**config.mk**
```make
export PLATFORM = sky130hd
export DESIGN_NAME = branch_stall_ctrl
export DESIGN_NICKNAME = d
export VERILOG_FILES = /design/src/rtl/branch_stall_ctrl.sv
export SDC_FILE = /design/constraint.sdc
export NUM_CORES = 1
export LEC_CHECK = 0
export CORE_MARGIN = 1.5
export CORE_UTILIZATION = 40
export CTS_CLUSTER_DIAMETER = 50
export DETAILED_ROUTE_END_ITERATION = 12
export MAX_ROUTING_LAYER = met4
export PLACE_DENSITY_LB_ADDON = 0.05
export SLEW_MARGIN = 20
export SYNTH_ARGS = -nofsm -noshare
export SYNTH_HDL_FRONTEND = slang
export SYNTH_SLANG_ARGS = --single-unit
```
**constraint.sdc**
```tcl
create_clock -name clock -period 2 [get_ports clock]
set_clock_uncertainty 0.2 [all_clocks]
set_input_delay 0.2 -clock clock [delete_from_list [all_inputs] [get_ports clock]]
set_output_delay 0.2 -clock clock [all_outputs]
set_load 0.01 [all_outputs]
```
**src/rtl/branch_stall_ctrl.sv**
```systemverilog
// rtl/branch_stall_ctrl.sv - branch hazard stall/bubble/flush sequencer for blt/bne in decode
//
// Optional feature macro: BRANCH_FWD_EN (operand forwarding from X/M instead of stalling)
//
// Parameters:
//   STALL_CYCLES  cycles the branch is held in decode after a hazard (1..7)
//   CNT_W         width of the saturating stall statistics counter
//
// Ports:
//   clock        pipeline clock, rising edge
//   reset_n      asynchronous active-low reset
//   b_now        blt/bne currently in decode
//   hz_pass      detector pass: branch operand written by older ALU/addi
//   hz_rs        detector prob_rs: rs operand conflicts
//   hz_rd        detector prob_rd: rd operand conflicts
//   br_taken     branch compare result from decode, valid when b_now
//   stall_pc     hold PC
//   stall_fd     hold F/D latch
//   bubble_dx    load nop into D/X latch
//   flush_fd     replace F/D contents with nop
//   fwd_rs       select X/M result for branch rs operand
//   fwd_rd       select X/M result for branch rd operand
//   busy         FSM not in IDLE
//   stall_count  total stall cycles since reset, saturating

module branch_stall_ctrl #(
  parameter int STALL_CYCLES = 1,
  parameter int CNT_W        = 16
) (
  input  logic             clock,
  input  logic             reset_n,
  input  logic             b_now,
  input  logic             hz_pass,
  input  logic             hz_rs,
  input  logic             hz_rd,
  input  logic             br_taken,
  output logic             stall_pc,
  output logic             stall_fd,
  output logic             bubble_dx,
  output logic             flush_fd,
  output logic             fwd_rs,
  output logic             fwd_rd,
  output logic             busy,
  output logic [CNT_W-1:0] stall_count
);

  typedef enum logic [1:0] {
    IDLE    = 2'd0,
    STALL   = 2'd1,
    RESOLVE = 2'd2,
    FLUSH   = 2'd3
  } state_t;

  state_t     state;
  logic [2:0] cnt;
  logic       rs_q;
  logic       rd_q;
  logic       hazard;
  logic       stall_now;
  logic       unused_flags;

  // Latched operand-conflict flags are kept for debug visibility only.
  assign unused_flags = rs_q ^ rd_q;

  assign hazard = (state == IDLE) & b_now & hz_pass;

  // The IDLE hazard cycle must stall immediately, so the stall term is
  // partly combinational; gating with reset_n keeps every output low while
  // reset is held even if the detector is still asserting.
  always_comb begin
    stall_now = 1'b0;
    fwd_rs    = 1'b0;
    fwd_rd    = 1'b0;
`ifdef BRANCH_FWD_EN
    if (reset_n && hazard) begin
      fwd_rs = hz_rs;
      fwd_rd = hz_rd;
    end
`else
    stall_now = reset_n & (hazard | (state == STALL));
`endif
  end

  assign stall_pc  = stall_now;
  assign stall_fd  = stall_now;
  assign bubble_dx = stall_now;
  assign flush_fd  = (state == FLUSH);
  assign busy      = (state != IDLE);

  always_ff @(posedge clock or negedge reset_n) begin
    if (!reset_n) begin
      state       <= IDLE;
      cnt         <= 3'd0;
      rs_q        <= 1'b0;
      rd_q        <= 1'b0;
      stall_count <= '0;
    end else begin
      if (stall_now && (stall_count != {CNT_W{1'b1}}))
        stall_count <= stall_count + CNT_W'(1);

      case (state)
        IDLE: begin
          if (b_now) begin
`ifdef BRANCH_FWD_EN
            // Forwarded operands make br_taken trustworthy this cycle.
            if (br_taken)
              state <= FLUSH;
`else
            // Hazard wins over br_taken: the compare used stale operands.
            if (hz_pass) begin
              state <= STALL;
              cnt   <= 3'(STALL_CYCLES - 1);
              rs_q  <= hz_rs;
              rd_q  <= hz_rd;
            end else if (br_taken) begin
              state <= FLUSH;
            end
`endif
          end
        end
        STALL: begin
          if (cnt == 3'd0)
            state <= RESOLVE;
          else
            cnt <= cnt - 3'd1;
        end
        RESOLVE: state <= br_taken ? FLUSH : IDLE;
        // The flushed slot is not a real branch, so b_now is ignored here.
        FLUSH:   state <= IDLE;
        default: state <= IDLE;
      endcase
    end
  end

endmodule

```
==> flow_metrics.tcl <==
set metrics [dict create \
    grt_overflow_total 0 \
    cts_tree "built" \
    drv_slew 0 \
    intPower_w 0.0008834 \
    synth_cells 117 \
    cts_sinks 21 \
    grt_max_degree 22 \
    grt_pass1_vias 938 \
    start_util 0.4233 \
    clock_latency_ns 0.30 \
    gr-usage-all-layers 0.1674 \
    clk_root_buffer_cell "clkbuf_4" \
    cpPeakStageDelay_ns 0.47 \
    cts_made_buffers 3 \
    pwr-share-seq 0.451 \
    die_w_um 57.26 \
    p_leak_nw 0.6573 \
    ys_types 34 \
    rsz0062_at_grt "false" \
    post_dp_cell_area_um2 1456 \
    period_minus_slack_ns 1.922 \
    synth_area_um2 1177 \
    pwr-share-comb 0.397 \
    fin_setup_tns_ns 0 \
    drt_iter0_markers 29 \
    synth_top_cell_area_share 0.4463 \
    clkTransAtPathRegs_ns 0.12 \
    setup.worst_path.start_class "flip-flop" \
    crit_type "reg -> out" \
    synthFlopType "dfrtp_1" \
    io_buffers 25 \
    stdcell_area_um2 1496 \
    hold_buffers 0 \
    ir_worst_vdd_uv 852.1 \
    worstHoldPathType "in -> async" \
    place_congestion 0.7620 \
    grt_pass1_wl_mm 4.133 \
    outcome "completed" \
    synth_warnings 0 \
    p_sw_w 0.0004551 \
    slowest_stage "dfrtp_2" \
    dp_cells 172 \
    cap_violations 0 \
    clk_path_buf_depth 2 \
    synth-seq-cells 21 \
    setup_viol 0 \
    pwr-share-clk 0.152 \
    die_h_um 57.26 \
    dr.pass1.iters 4 \
    synth.largest_area_cell "dfrtp_1" \
    htree_levels 1 \
    dieArea_um2 3278 \
    switching_share 0.3400 \
    total_power_w 0.001339 \
    required_ns 1.60 \
    drive_gt1_frac 0.1361 \
    vias 905 \
    fin_cells 178 \
    vias_per_cell 5.084 \
    ys_seq_area_frac 0.4463 \
    fin_nets 158 \
    dpl.hpwl_mm 1.750 \
    timing_hold_violations_final 0 \
    synth_edf_count 0 \
    core_area_um2 2781 \
    drt_wl_total_mm 2.319 \
    ios 30 \
    powerDensity_nw_per_um2 894.5 \
    cp_cell_sequence "or2_2, clkdlybuf4s50_1" \
    rows 19 \
    syn_area_per_cell_um2 10.06 \
    clock.fmax_ghz 0.5202 \
    finalCritPeriodShare 0.9612 \
    area_delta_synth_final_pct 27.10 \
    drc 0 \
    ant_nets 0 \
    cp_max_fo 9 \
    cp.arrival_ns 1.52 \
    routedWlPerCell_um 13.03 \
    synth-async-reset-ratio 1.000 \
    ys_top_cells_by_area "dfrtp_1 (45%), xnor2_1 (8.9%), nand4_1 (4.8%)" \
    antenna_found_initial 0 \
    diodes 0 \
    end_kind "output pin" \
]
## area by class of cell
type | instances | area, um2
Sequential cell | 21 | 528.0
Fill cell | 279 | 1285
Multi-Input combinational cell | 82 | 570.5
Inverter | 7 | 26.28
Tap cell | 31 | 38.79
Clock buffer | 4 | 26.28
Timing Repair Buffer | 33 | 306.5
## final timing paths
check	from	end	slack, ns	cells past startpoint
min reg2reg	cnt[2]$_DFFE_PN0P_	cnt[2]$_DFFE_PN0P_	0.29	1
max in group asynchronous	reset_n	state[1]$_DFFE_PN0P_	1.28	2
min	reset_n	stall_count[14]$_DFFE_PN0P_	0.09	2
max	state[0]$_DFFE_PN0P_	busy	0.08	2
max reg2reg	stall_count[0]$_DFFE_PN0P_	stall_count[1]$_DFFE_PN0P_	0.17	5
min in group clock	cnt[2]$_DFFE_PN0P_	cnt[2]$_DFFE_PN0P_	0.29	1
## logic make-up after synthesis
family,Yosys count,synth area share
other cells,1,0.003185
mux,3,0.02975
compound gates,11,0.06802
xor+xnor,13,0.09671
buf+inv,15,0.07227
simple gates,50,0.2519
fa+ha+maj,3,0.03188
flops,21,0.4463
## synth_stat cells, types with 3 or more instances
cell	instances
xnor2_1	12
inv_1	7
nand2_1	6
nand4_1	9
buf_4	5
and2_1	3
dfrtp_1	21
nand3_1	10
nor2_1	8
ha_1	3
a21o_1	3
## power by group through the flow
stage	Clock (W)	Combinational (W)	Sequential (W)
final	0.000204	0.000531	0.000603
after global routing	0.000233	0.000571	0.000620
after CTS	0.000217	0.000496	0.000618
after detailed placement	0	0.000509	0.000620
after global placement	0	0.000503	0.000617
after floorplan	0	0.000323	0.000584
## metrics by stage
| stage | hold WS, ns | setup slack, ns | utilization |
|---|---|---|---|
| 6_report | 0.08605 | 0.07757 | 0.5380 |
| 3_5_place_dp | 0.2759 | -0.08751 | 0.5236 |
| 2_1_floorplan | -0.2956 | 0.2597 | - |
| 3_3_place_gp | 0.2628 | -0.05221 | 0.5236 |
| 5_1_grt | 0.1050 | 0.003074 | 0.5380 |
| 4_1_cts | 0.09378 | 0.008183 | 0.5326 |
## worst max-delay path, delay by kind of cell (launching register included)
kind | cells | cell delay, ns
and+or+nand+nor | 1 | 0.28
DFF | 1 | 0.47
buffers and inverters | 1 | 0.47
## repair_timing
item                                    CTS  global route
buffers inserted                          0             2
gates resized for setup                   5             0
hold endpoints to repair                  0             0
pin swaps                                 1             0
endpoints found under the setup margin    4             1
gates cloned                              0             0
## sequential cells by signal (all words and copies together), names as in the netlist
signal	count
cnt	3
stall_count	16
state	2
## layer usage
metal	share of wire	vias to the layer above	GRT usage
met5	0	-	-
met4	0.0078	0	0.06977
met3	0.022	2	0.02041
met2	0.48	11	0.2759
met1	0.49	430	0.2081
li1	-	462	-
## layout by cell type, fill, tap and decap left out, types with 2 or more instances in the layout
cell type,count
inv_1,7
mux2i_1,2
xnor2_1,12
and3_1,2
nand3_1,10
conb_1,2
ha_1,3
o21ai_0,2
or2_2,2
nand4_1,9
dfrtp_2,2
and4_1,2
a22o_1,2
nand2_1,6
dlygate4sd2_1,3
clkdlybuf4s50_1,22
nor2_1,8
dfrtp_1,19
a21o_1,3
buf_4,8
and2_1,3
clkbuf_4,3
Power figures use the tool's default switching activity.
